[src/rtl/char_fifo_pkg.sv]
// Shared constants, types and helpers for the character FIFO.
// Pointer arithmetic is kept here so every user agrees on wrap semantics.
package char_fifo_pkg;

    localparam int DEF_DATA_W = 8;
    localparam int DEF_ADDR_W = 5;
    localparam int PTR_MAX_W  = 32;

    // Per-cycle decode of what the pointers and the overflow flag will do.
    typedef struct packed {
        logic push;
        logic pop;
        logic set_ovf;
    } fifo_op_t;

    // Occupancy from a pointer pair; caller truncates to its pointer width,
    // which makes the subtraction wrap modulo 2^(ADDR_W+1).
    function automatic logic [PTR_MAX_W-1:0] ptr_count(
        input logic [PTR_MAX_W-1:0] wp,
        input logic [PTR_MAX_W-1:0] rp
    );
        return wp - rp;
    endfunction

endpackage

[src/rtl/char_fifo_mem.sv]
// Storage array for the character FIFO: synchronous write, asynchronous read.
// Contents are intentionally never reset.
module char_fifo_mem
    import char_fifo_pkg::*;
#(
    parameter int DATA_W = DEF_DATA_W,
    parameter int ADDR_W = DEF_ADDR_W
) (
    input  logic              clk,
    input  logic              we,
    input  logic [ADDR_W-1:0] waddr,
    input  logic [DATA_W-1:0] wdata,
    input  logic [ADDR_W-1:0] raddr,
    output logic [DATA_W-1:0] rdata
);

    localparam int DEPTH = 1 << ADDR_W;

    logic [DATA_W-1:0] mem [DEPTH];

    always_ff @(posedge clk) begin
        if (we) begin
            mem[waddr] <= wdata;
        end
    end

    assign rdata = mem[raddr];

endmodule

[src/rtl/char_fifo.sv]
// First-word-fall-through character FIFO between the serial receiver and
// the CPU read port, with occupancy, almost-full and sticky overflow.
module char_fifo
    import char_fifo_pkg::*;
#(
    parameter int DATA_W    = DEF_DATA_W,
    parameter int ADDR_W    = DEF_ADDR_W,
    parameter int AF_LEVEL  = (1 << ADDR_W) - 4,
    parameter int OVERWRITE = 0
) (
    input  logic              clk,
    input  logic              reset,
    input  logic              clear,
    input  logic              wr_en,
    input  logic [DATA_W-1:0] wr_data,
    input  logic              rd_en,
    output logic [DATA_W-1:0] rd_data,
    output logic              empty,
    output logic              full,
    output logic              almost_full,
    output logic [ADDR_W:0]   count,
    output logic              overflow,
    input  logic              ovf_clr
);

    localparam logic            OW     = (OVERWRITE != 0);
    localparam logic [ADDR_W:0] AF_LVL = AF_LEVEL[ADDR_W:0];
    localparam logic [ADDR_W:0] ONE    = {{ADDR_W{1'b0}}, 1'b1};

    logic [ADDR_W:0] wr_ptr;
    logic [ADDR_W:0] rd_ptr;
    logic            ovf_q;
    fifo_op_t        op;

    assign empty = (wr_ptr == rd_ptr);
    assign full  = (wr_ptr[ADDR_W] != rd_ptr[ADDR_W]) &&
                   (wr_ptr[ADDR_W-1:0] == rd_ptr[ADDR_W-1:0]);
    assign count = (ADDR_W+1)'(ptr_count(PTR_MAX_W'(wr_ptr),
                                         PTR_MAX_W'(rd_ptr)));
    assign almost_full = (count >= AF_LVL);
    assign overflow    = ovf_q;

    // A write into a full FIFO only gets a slot if a pop frees one this
    // cycle, or if overwrite mode evicts the oldest entry to make room.
    always_comb begin
        op = '0;
        if (!clear) begin
            op.push    = wr_en & (~full | rd_en | OW);
            op.pop     = (rd_en & ~empty) |
                         (wr_en & ~rd_en & full & OW);
            op.set_ovf = wr_en & ~rd_en & full;
        end
    end

    always_ff @(posedge clk or negedge reset) begin
        if (!reset) begin
            wr_ptr <= '0;
            rd_ptr <= '0;
            ovf_q  <= 1'b0;
        end else if (clear) begin
            wr_ptr <= '0;
            rd_ptr <= '0;
            ovf_q  <= 1'b0;
        end else begin
            if (op.push) begin
                wr_ptr <= wr_ptr + ONE;
            end
            if (op.pop) begin
                rd_ptr <= rd_ptr + ONE;
            end
            if (op.set_ovf) begin
                ovf_q <= 1'b1;
            end else if (ovf_clr) begin
                ovf_q <= 1'b0;
            end
        end
    end

    char_fifo_mem #(
        .DATA_W (DATA_W),
        .ADDR_W (ADDR_W)
    ) u_mem (
        .clk   (clk),
        .we    (op.push),
        .waddr (wr_ptr[ADDR_W-1:0]),
        .wdata (wr_data),
        .raddr (rd_ptr[ADDR_W-1:0]),
        .rdata (rd_data)
    );

endmodule

[config.mk]
export PLATFORM = sky130hd
export DESIGN_NAME = char_fifo
export DESIGN_NICKNAME = d
export VERILOG_FILES = /design/src/rtl/char_fifo_pkg.sv /design/src/rtl/char_fifo_mem.sv /design/src/rtl/char_fifo.sv
export SDC_FILE = /design/constraint.sdc
export NUM_CORES = 1
export LEC_CHECK = 0
export CORE_MARGIN = 3
export CORE_UTILIZATION = 66
export CTS_CLUSTER_SIZE = 24
export DETAILED_ROUTE_END_ITERATION = 6
export PLACE_DENSITY = 0.87
export SYNTH_ARGS = -nofsm -noshare
export SYNTH_HDL_FRONTEND = slang
export SYNTH_SLANG_ARGS = --single-unit
[constraint.sdc]
create_clock -name clk -period 5.1 [get_ports clk]
set_input_delay 0.51 -clock clk [delete_from_list [all_inputs] [get_ports clk]]
set_output_delay 0.51 -clock clk [all_outputs]
set_load 0.03 [all_outputs]
==> results.md <==
* Outcome: finished, final reports clean
* CTS Buf Count at 26
* Final hold vios at 0
* Reg2reg setup slack at 1.38 ns
* Crit-path slowest cell: clkdlybuf4s50_1
* Worst EP arrival at 3.69 ns
* Crit path to: count[5]
* Max clock buf depth at 3
* Synth area leader: edfxtp_1
* Num Clock Sinks at 269
* Setup slack at placement at 1.490 ns
* I/O Buffers at 31
* Ys Warns at 0
* Num ports at 32
* DRT antenna net count at 0
* Vias in the first global route at 6,206
* Area growth from synthesis to layout at 11.82%
* Grt total ovfl at 0
* RSZ-0062 raised after global routing: no
* Cell Chain, Critical Path: buf_4 -> inv_1 -> ha_1 -> nor2b_1 -> o21a_1 -> o21a_1 -> o22a_1 -> xnor2_1 -> clkdlybuf4s50_1
* GP Congestion at 0.8589
* First-pass GRT wire length at 37.32 mm
* CP Launch Type: register
* P per Cell Area at 414.2 nW/µm²
* Slew HR at 14.68%
* Maxcap violations at 0
* Most used cell along the critical path: o21a_1
* Pre-antenna DRT Iters at 5
* Slew of the pin with the lowest slew margin at between 1 and 1.5 ns
* CP max stage delay at ~0.68 ns
* Clock transition at path regs at 0.07 ns
* Hold_buf cts at 0
* CP endpoint kind: primary output
* Final Setup Violations at 0
* PnR Total Power at 5.189 mW
* Worst path depth at 9
* DR vias at ~6,000
* Asr flop ratio synth at between 4 and 5%
* Worst IR drop on VDD at 279.6 µV
* P_leak at 4.006 nW
* Worst R2R Path Depth at 7
* Fmax at 237.8 MHz
* N_diodes at 0
* Core area at roughly 17,000 µm²
* Die width at 136.3 µm
* Critical path startpoint: rd_ptr[1]$_DFFE_PN0P_
* Synth Area per Inst at 18.10 µm²
* Setup skew after layout at approximately 0.016 ns
* CP required at 4.59 ns
* Clk root buf: clkbuf_16
* Hold_ws at 0.3826 ns
* Vias per cell at 6.815
* CP top delay family: buffers and inverters
* Hold Crit Class: input pin to asynchronous set/reset pin
* Largest cells by area after synthesis: edfxtp_1 (69%), mux4_2 (5.0%), mux4_1 (3.5%)
* Setup ws final at slightly below 0.9 ns
* Period minus WS final at about 4.2 ns
* Clock network latency to the later pin of the worst-skew pair at 0.53 ns
* Routed WL per cell at roughly 27 µm
* Reg2reg end: u_mem.mem[15][7]$_DFFE_PP_
* Starting DRT DRC Count at 721
* Mapped Area at about 11,000 µm²
* Post-CTS sizing at 0
* Final period util at 82.45%
* Final Slew Violations at 0
* Most common flop cell mapped by yosys: edfxtp_1
* Post-Syn Nets at 644
* Ratio of cells with drive above 1 in the final layout at 15.25%
* Distinct cell type count after synthesis at 50
* Row count at 47
* Number of flops mapped to enable cells by yosys at around 260
* Post-CTS Setup Inserts at 0
* Pin count of the biggest net entering global routing at 59
* Setup TNS Final at 0 ns
* Worst r2r src: rd_ptr[3]$_DFFE_PN0P_
* Critical path class: register to primary output
* Final Routed Wirelength at ~25 mm
* Sequential area share after synthesis at 71.52%
* Full die area at around 19,000 µm²
* Mapped Cells at 619
* Initial Util at 67.56%
* Post-synth top area share at between 60 and 70%
* Flops & latches, synth at 269
* DP HPWL at 14.40 mm
* CTS tree: built
* Layout Nets at 687
* Die Ht at 136.3 µm
* Buf+Inv Stages, Crit Path at 3
* GRT Util Overall at 27.52%
* Drt drc at 0
* Antenna violations before repair at 0
* Fin util at 75.54%
* Critical path peak fanout at 32
* Fillers at 862
* Total number of H-tree levels at 1
## sequential cells by signal, summed over array words and instances (netlist names)
register	flops
rd_ptr	6
u_mem.mem	256
wr_ptr	6
overflow	1
## metal layers
layer | part of all wire, % | up-vias | GRT usage (%)
li1 | - | 2561 | -
met1 | 37 | 3094 | 37.79
met2 | 50 | 403 | 44.66
met3 | 9.6 | 89 | 5.736
met4 | 3.5 | 0 | 9.742
met5 | 0 | - | 0
## where the power goes
group	switching [mW]	internal [mW]	total, mW
clock	0.795	1.17	1.96
combinational	0.407	0.338	0.745
sequential	0.0499	2.43	2.48
## layout by cell type, fill, tap and decap left out, types with 11 or more instances in the layout
cell type | netlist | routed
mux4_2 | 25 | 25
mux2i_1 | 34 | 34
mux4_1 | 15 | 15
xnor2_1 | 11 | 11
clkbuf_16 | 0 | 27
edfxtp_1 | 256 | 256
dfrtp_1 | 13 | 12
nand2_1 | 48 | 48
nor2_1 | 54 | 54
inv_1 | 11 | 11
clkdlybuf4s50_1 | 0 | 31
a221oi_1 | 22 | 22
## cells by family (layout without fill, tap and decap cells)
family	count (synthesis)	after routing	synth area share, %
compound gates	66	66	4.947
mux	90	90	13.46
buf+inv	39	102	2.569
flops	269	269	71.52
xor+xnor	15	15	1.240
fa+ha+maj	11	11	1.296
simple gates	129	129	4.970
## per-stage QoR
stage | instances | cell area [µm²]
final | 902 | 12530
after global routing | 902 | 12530
after CTS | 902 | 12530
after detailed placement | 854 | 11640
after global placement | 854 | 11640
after floorplan | 619 | 11200
## worst reg2reg max path: stages, from the launching register on
cell and delay [ns]:
dfrtp_1 0.39, clkinv_1 0.48, ha_1 0.59, and4_4 0.24, a41o_1 0.32, nor2_2 0.19
nand2_1 0.34, nor2_1 0.79
## final cells by class
cell class | count | area [µm²] | area share, %
clock inverter | 18 | 195.2 | 1.558
multi-input combinational | 311 | 2903 | 23.17
sequential | 269 | 8016 | 63.99
timing repair buffer | 42 | 405.4 | 3.236
tap | 220 | 275.3 | 2.197
clock buffer | 30 | 686.9 | 5.483
inverter | 12 | 45.04 | 0.3596
## worst min-delay path by stage
stage / startpoint / to / slack (ns) / cells after the start
after floorplan: reset / overflow$_DFFE_PN0P_ / 0.21 / 0
after global placement: overflow$_DFFE_PN0P_ / overflow$_DFFE_PN0P_ / 0.49 / 2
after detailed placement: overflow$_DFFE_PN0P_ / overflow$_DFFE_PN0P_ / 0.52 / 2
after CTS: reset / wr_ptr[2]$_DFFE_PN0P_ / 0.39 / 1
after global routing: reset / overflow$_DFFE_PN0P_ / 0.42 / 1
final: reset / wr_ptr[2]$_DFFE_PN0P_ / 0.38 / 1
## Yosys cell counts, drive strengths merged (8+ instances only)
cell    number
edfxtp     256
nor2        55
nand2       48
mux4        40
mux2i       34
a221oi      24
buf         21
mux2        16
dfrtp       13
inv         11
o21ai       11
xnor2       11
ha          10
a32oi        8
o22a         8
Note: power is estimated with default switching activity, not from simulation.
